==> src/rtl/counter_pkg.sv <==
// Shared definitions for the modulo-12 counter and its testbench.
//
// Contents:
//   COUNT_WIDTH        width of the count / load value (4 bits)
//   COUNT_MAX          largest legal count value (11)
//   count_t            logic vector type sized to hold one count value
//   no_of_transaction  number of random transactions the bench issues
package counter_pkg;

    localparam int COUNT_WIDTH = 4;
    localparam int COUNT_MAX   = 11;

    typedef logic [COUNT_WIDTH-1:0] count_t;

    localparam int unsigned no_of_transaction = 100;

endpackage : counter_pkg

==> src/rtl/mod12_counter.sv <==
// Synchronous loadable up/down counter, modulo MODULUS (default 12).
//
// Ports:
//   clock     in   1      system clock, all state changes on the rising edge
//   reset     in   1      synchronous active-high reset, clears the count
//   load      in   1      load data_in on the next edge (out-of-range -> 0)
//   mode      in   1      count direction, 1 = up, 0 = down
//   data_in   in   WIDTH  parallel load value
//   data_out  out  WIDTH  registered count value, always in 0..MODULUS-1
//
// Edge priority: reset, then load, then counting in the direction of mode.
// The counter steps on every edge where neither reset nor load is high.
// MODULUS must not exceed 2**WIDTH.
module mod12_counter
    import counter_pkg::*;
#(
    parameter int WIDTH   = COUNT_WIDTH,
    parameter int MODULUS = COUNT_MAX + 1
) (
    input  logic             clock,
    input  logic             reset,
    input  logic             load,
    input  logic             mode,
    input  logic [WIDTH-1:0] data_in,
    output logic [WIDTH-1:0] data_out
);

    localparam logic [WIDTH-1:0] MAX_VAL = WIDTH'(MODULUS - 1);
    localparam logic [WIDTH-1:0] ONE     = WIDTH'(1);

    logic [WIDTH-1:0] count_q;
    logic [WIDTH-1:0] count_d;

    // One count step with wrap-around in both directions.
    function automatic logic [WIDTH-1:0] wrap_step(
        input logic [WIDTH-1:0] value,
        input logic             up
    );
        logic [WIDTH-1:0] result;
        if (up) begin
            result = (value == MAX_VAL) ? '0 : value + ONE;
        end else begin
            result = (value == '0) ? MAX_VAL : value - ONE;
        end
        return result;
    endfunction

    // Loads above the top of the range are coerced to 0 so the register
    // can never hold an illegal count.
    always_comb begin
        count_d = count_q;
        if (load) begin
            count_d = (data_in <= MAX_VAL) ? data_in : '0;
        end else begin
            count_d = wrap_step(count_q, mode);
        end
    end

    always_ff @(posedge clock) begin
        if (reset) begin
            count_q <= '0;
        end else begin
            count_q <= count_d;
        end
    end

    assign data_out = count_q;

endmodule : mod12_counter

==> config.mk <==
export PLATFORM = sky130hd
export DESIGN_NAME = mod12_counter
export DESIGN_NICKNAME = d
export VERILOG_FILES = /design/src/rtl/counter_pkg.sv /design/src/rtl/mod12_counter.sv
export SDC_FILE = /design/constraint.sdc
export NUM_CORES = 1
export LEC_CHECK = 0
export ABC_AREA = 0
export CELL_PAD_IN_SITES_DETAIL_PLACEMENT = 1
export CELL_PAD_IN_SITES_GLOBAL_PLACEMENT = 1
export CORE_AREA = 2 2 39 41
export DETAILED_ROUTE_END_ITERATION = 7
export DIE_AREA = 0 0 41 43
export GPL_TIMING_DRIVEN = 0
export HOLD_SLACK_MARGIN = 0.02
export PLACE_DENSITY = 0.59
export RECOVER_POWER = 100
export SETUP_SLACK_MARGIN = 0.5
export SYNTH_ARGS = -nofsm -noshare
export SYNTH_HDL_FRONTEND = slang
export SYNTH_SLANG_ARGS = --single-unit
==> constraint.sdc <==
create_clock -name clock -period 1.79 [get_ports clock]
set_input_delay 0.537 -clock clock [delete_from_list [all_inputs] [get_ports clock]]
set_output_delay 0.537 -clock clock [all_outputs]
set_load 0.005 [all_outputs]
==> results of run 1 <==
==> kinds of logic (layout without fill, tap and decap cells) <==
| family | Yosys count | after routing | synth area share, % |
|---|---|---|---|
| simple gates | 17 | 17 | 32.9 |
| compound gates | 9 | 9 | 20.9 |
| flops | 4 | 4 | 28.4 |
| fa+ha+maj | 2 | 2 | 8.89 |
| xor+xnor | 2 | 2 | 6.22 |
| buf+inv | 2 | 21 | 2.67 |
==> what timing repair did <==
item                                    CTS  global route
resized for setup                        24            11
pin swaps                                 3             3
buffers inserted                          5             0
endpoints found under the setup margin    8             5
hold buffers                              0             0
cloned                                    0             0
==> through the flow <==
stage | cell area [µm²] | utilization, % | TNS, ns | power, mW
floorplan | 284 | - | 0 | 0.145
global route | 493 | 35.6 | 0 | 0.347
detailed placement | 414 | 29.9 | -0.0649 | 0.190
global placement | 414 | 29.9 | -0.0307 | 0.188
CTS | 494 | 35.7 | 0 | 0.321
finish | 493 | 35.6 | 0 | 0.317
==> power groups by stage <==
stage,logic (mW),clock network [mW],registers (mW)
6_report,0.105,0.110,0.102
5_1_grt,0.117,0.127,0.102
4_1_cts,0.104,0.116,0.101
3_5_place_dp,0.0800,0,0.110
3_3_place_gp,0.0782,0,0.110
2_1_floorplan,0.0372,0,0.108
==> final timing paths <==
check	startpoint	to	slack, ns
worst max register to register	data_out[1]	data_out[3]	0.35
worst max-delay path	data_out[1]	data_out[3]	0.35
worst min-delay path	data_out[0]	data_out[0]	0.71
worst min register to register	data_out[0]	data_out[0]	0.71
==> critical path: cells and delay by family, from the launching register on <==
family | cells | cell delay [ns]
flip-flops | 1 | 0.34
AND/OR/NAND/NOR | 1 | 0.35
adder cells (fa/ha/maj) | 1 | 0.14
AO/OA/AOI/OAI | 2 | 0.33
buffers and inverters | 2 | 0.15
==> routing by layer <==
metal | GRT usage (%) | up-vias | part of all wire [%]
li1 | - | 170 | -
met1 | 14.0 | 151 | 43
met2 | 15.0 | 11 | 49
met3 | 3.14 | 2 | 6.6
met4 | 10.0 | 0 | 1.2
met5 | 0 | - | 0
==> area by class of cell <==
cell class              count  share of cell area (%)
repair buffers             16                    25.9
flip-flops and latches      4                    17.0
multi-input cells          30                    46.4
clock buffers               3                    4.57
well taps                  16                    4.06
inverters                   2                    2.03
==> placed cells by master (no fill, tap or decap), types with 2 or more instances in the layout <==
| master | n |
|---|---|
| dfxtp_1 | 3 |
| clkdlybuf4s50_1 | 4 |
| nand2b_1 | 2 |
| a21oi_1 | 2 |
| buf_4 | 4 |
| nand4bb_1 | 2 |
| buf_2 | 2 |
| nor2_1 | 5 |
| dlygate4sd2_1 | 2 |
| nand2_1 | 4 |
| a31oi_1 | 3 |
| clkbuf_4 | 3 |
==> impl_metrics.yaml, run 1 <==
floorplanning:
  floorplan.initialDensity_pct: 20.3
  placeable_area_um2: 1380
  floorplan.die.height_um: 43
  design.portCount: 12
  design.die.area_um2: 1760
  floorplan.die.width_um: 41
  rows: 14
sta:
  hold-worst-slack_ns: 0.707
  post_route_clock_skew_ns: 0.000193
  period_needed_ns: 1.44
  timing.final.setup_violations: 0
  rsz0062_at_grt: "yes"
  setup_slack_ns: 0.352
  slew_violations: 0
  finalCritPeriodShare_pct: 80.3
  timing.max_slew.rel_slack_pct: 81.2
  hold_viol_final: 0
  slew_at_the_pin_closest_to_its_max_slew_limit_ns: 0.282
  max_freq_ghz: 0.695
synth:
  flip_flop_and_latch_count_after_synthesis: 4
  netlist_instances: 36
  synth.lib_cells_used.distinct: 18
  netlist_area_um2: 282
  synth.top_cell.area_share_pct: 28.4
  synth_area_leader_cell: "dfxtp_1"
  postSynth.asyncResetShare_pct: 0
  synth.yosys.seq_area_share_pct: 28.4
  mappedNetlistNets: 46
  count_of_flip_flops_with_a_built_in_enable_after_synthesis: 0
  yosys_most_used_dff: "dfxtp_1"
  yosysWarningCount: 0
  synth_most_common_cell: "nor2_1"
  ys_top_cells_by_count: "nor2_1 (5), dfxtp_1 (4), nand2_1 (4), a31oi_1 (3)"
  syn_area_per_cell_um2: 7.82
  ys_top_cells_by_area: "dfxtp_1 (28%), ha_1 (8.9%), nand4bb_1 (8.0%)"
route:
  via_per_inst: 4.70
  drt-initial-drc-count: 2
  detail_route.drc_violations: 0
  final_antenna_net_count: 0
  detail_route.first_pass.iterations: 3
  dr_total_vias: 334
  detail_route.wirelength_um: 830
  avgRoutedWirePerCell_um: 11.7
placement:
  finalWeightedCongestion: 0.607
  numPortBuffers: 11
  detailedPlacementHpwl_um: 573
  dpl.cell_count: 63
  dpl_worst_slack_ns: -0.0649
final_layout:
  area_of_the_multi_input_gates_um2: 229
  num_antenna_cells: 0
  final_net_count: 67
  largest_reg_flops: 4
  final-seq-area_um2: 83.8
  fill_cells: 187
  finalNonFillerCells: 71
  area_growth_syn_to_layout_pct: 75.1
  layout-drive-gt1-share_pct: 34.5
worst_setup_path:
  critPathArrivalTime_ns: 1.54
  cpMaxStageDelayCell: "or3_4"
  worst-setup-path-type: "register to register"
  critical_path_cell_sequence: "buf_6 > inv_4 > ha_4 > or3_4 > a31oi_1 > o41ai_2"
  critical_path.startpoint_type: "register"
  timing.critical_path.required_ns: 1.89
  ff2ff_path_depth: 6
  critPathMaxFanout: 2
  end_kind: "register"
  critical-path-max-stage-delay_ns: 0.35
power:
  pwr-share-seq_pct: 32.0
  internal_power_mw: 0.229
  switching_share_pct: 27.7
  peakVddDrop_v: 0.000251
  power.static_leakage_nw: 0.205
  total_power_per_unit_cell_area_nw_per_um2: 643
  clkPwrFrac_pct: 34.7
  power_frac_comb_pct: 33.2
  power.switching_mw: 0.0877
grt:
  maximum_number_of_pins_on_one_net_before_global_route_repair: 9
  antenna_found_initial: 0
  aggregate_global_route_resource_usage_pct: 11.3
  first_global_vias: 324
  grt_first_pass_wirelength_mm: 1.29
  grt-ovfl-total: 0
clocking:
  cts_made_buffers: 3
  cts.clk_slew.worst_paths_ns: 0.04
  cts-htree-levels: 1
  sinks_on_the_clock_net: 4
  clock_tree.root_cell: "clkbuf_4"
  clkLatencyLatePin_ns: 0.23
  max-clock-path-buffers: 2
  cts_tree: "done"
min_path:
  hold_depth: 4
  min_path_type: "register to register"
run:
  drv.max_cap_violation_count: 0
run_status:
  run_status: "finished clean"
(Power assumes the default switching activity.)
==> run 2: changes to the inputs <==
- PLACE_DENSITY: 0.59 -> 0.62
- clock period: 1.79 -> 1.2 ns (I/O delays scaled with it)
==> impl_metrics.yaml, run 2 (synthesis results as in run 1) <==
power:
  total_power_per_unit_cell_area_nw_per_um2: 934
  peakVddDrop_v: 0.000476
  power.static_leakage_nw: 0.222
route:
  dr_total_vias: 341
  detail_route.wirelength_um: 796
  detail_route.drc_violations: 0
  detail_route.first_pass.iterations: 4
  avgRoutedWirePerCell_um: 10.9
  final_antenna_net_count: 0
  drt-initial-drc-count: 1
  via_per_inst: 4.67
sta:
  timing.final.setup_violations: 1
  slew_violations: 0
  slew_at_the_pin_closest_to_its_max_slew_limit_ns: 0.313
  timing.max_slew.rel_slack_pct: 79.1
  finalCritPeriodShare_pct: 106
  hold-worst-slack_ns: 0.522
  post_route_clock_skew_ns: 0.00198
  setup_slack_ns: -0.0702
  setup-tns-final_ns: -0.0702
  period_needed_ns: 1.27
  max_freq_ghz: 0.787
  rsz0062_at_grt: "yes"
  hold_viol_final: 0
run:
  drv.max_cap_violation_count: 0
clocking:
  cts_made_buffers: 3
  max-clock-path-buffers: 2
  cts_tree: "done"
  clock_tree.root_cell: "clkbuf_4"
  cts.clk_slew.worst_paths_ns: 0.04
  cts-htree-levels: 1
  clkLatencyLatePin_ns: 0.24
  post_cts_hold_buffer_count: 0
  sinks_on_the_clock_net: 4
floorplanning:
  floorplan.initialDensity_pct: 20.3
  floorplan.die.width_um: 41
  placeable_area_um2: 1380
  rows: 14
  design.die.area_um2: 1760
  floorplan.die.height_um: 43
  design.portCount: 12
final_layout:
  commonest_cells_after_routing_fill_and_taps_aside: "buf_4 (6), nor2_1 (5), nand2_1 (4), dfxtp_4 (4), dlygate4sd2_1 (4)"
  layout_commonest_cell: "buf_4"
  num_antenna_cells: 0
  area_growth_syn_to_layout_pct: 91.6
  largest_reg_flops: 4
  fill_cells: 169
  layout-drive-gt1-share_pct: 43.9
  final_net_count: 68
worst_setup_path:
  critical_path.startpoint_type: "register"
  critPathArrivalTime_ns: 1.38
  timing.critical_path.required_ns: 1.31
  end_kind: "register"
  worst-setup-path-type: "register to register"
  critPathMaxFanout: 4
grt:
  maximum_number_of_pins_on_one_net_before_global_route_repair: 9
  aggregate_global_route_resource_usage_pct: 10.9
  grt-ovfl-total: 0
  antenna_found_initial: 0
  grt_first_pass_wirelength_mm: 1.26
  first_global_vias: 326
run_status:
  run_status: "finished with violations"
  violations: "setup timing"
placement:
  dpl_worst_slack_ns: -0.458
  numPortBuffers: 11
  detailedPlacementHpwl_um: 529
  finalWeightedCongestion: 0.596
min_path:
  min_path_type: "input pin to register"
[run 2: cell count changes in the layout (fill, tap and decap cells not counted), sizes merged]
cell,change
dlygate4sd3,-1
clkdlybuf4s50,-2
clkdlybuf4s15,+1
dlygate4sd2,+2
buf,+2
[run 2: final cells by class]
cell class | count | area (µm²) | area share, %
Multi-Input combinational cell | 30 | 241 | 44.8
Timing Repair Buffer | 17 | 149 | 27.6
Sequential cell | 4 | 95.1 | 17.6
Tap cell | 16 | 20.0 | 3.71
Clock buffer | 4 | 26.3 | 4.87
Inverter | 2 | 7.51 | 1.39
[run 2: worst paths after layout]
| check | startpoint | to | slack, ns | cells after the start |
|---|---|---|---|---|
| max | data_out[0] | data_out[3] | -0.07 | 5 |
| min | reset | data_out[1] | 0.52 | 2 |
| max reg2reg | data_out[0] | data_out[3] | -0.07 | 5 |
| min reg2reg | data_out[2] | data_out[3] | 0.71 | 3 |
[run 2: per-layer routing]
layer,global-route usage [%],vias up,wire length [µm]
li1,-,174,-
met1,11.5,153,341
met2,18.1,12,405
met3,1.57,2,34
met4,8.00,0,14
met5,0,-,0
[run 2: power breakdown]
part | total (mW) | internal [mW] | switching, mW | leakage (nW)
Sequential | 0.155 | 0.143 | 0.0121 | 0.0357
Clock | 0.186 | 0.125 | 0.0610 | 0.0150
Combinational | 0.162 | 0.0933 | 0.0690 | 0.171
Total | 0.504 | 0.361 | 0.142 | 0.222
[run 2: what timing repair did]
action / 4_1_cts / 5_1_grt
endpoints found under the setup margin: 8 / 8
pin swaps: 4 / 1
resized for setup: 26 / 2
setup buffers: 6 / 0
[run 2: critical path: stages (launching register included)]
cell and delay, ns:
dfxtp_4 0.36, inv_2 0.04, ha_4 0.14, or3_1 0.31, a31oi_1 0.19, o41ai_1 0.10
[run 2: per-stage QoR]
step                      power [mW]  cell area (µm²)  util [%]  instances
after floorplan                0.232              324         -         36
after global placement         0.298              454      32.8         63
after detailed placement       0.299              454      32.8         63
after CTS                      0.514              543      39.2         73
after global routing           0.541              539      39.0         73
final                          0.504              539      39.0         73
==> run 3: changes to the inputs <==
- HOLD_SLACK_MARGIN: 0.02 -> 0.08
==> results of run 3 <==
No change in the layout: final DEF, timing and power equal those of run 2.
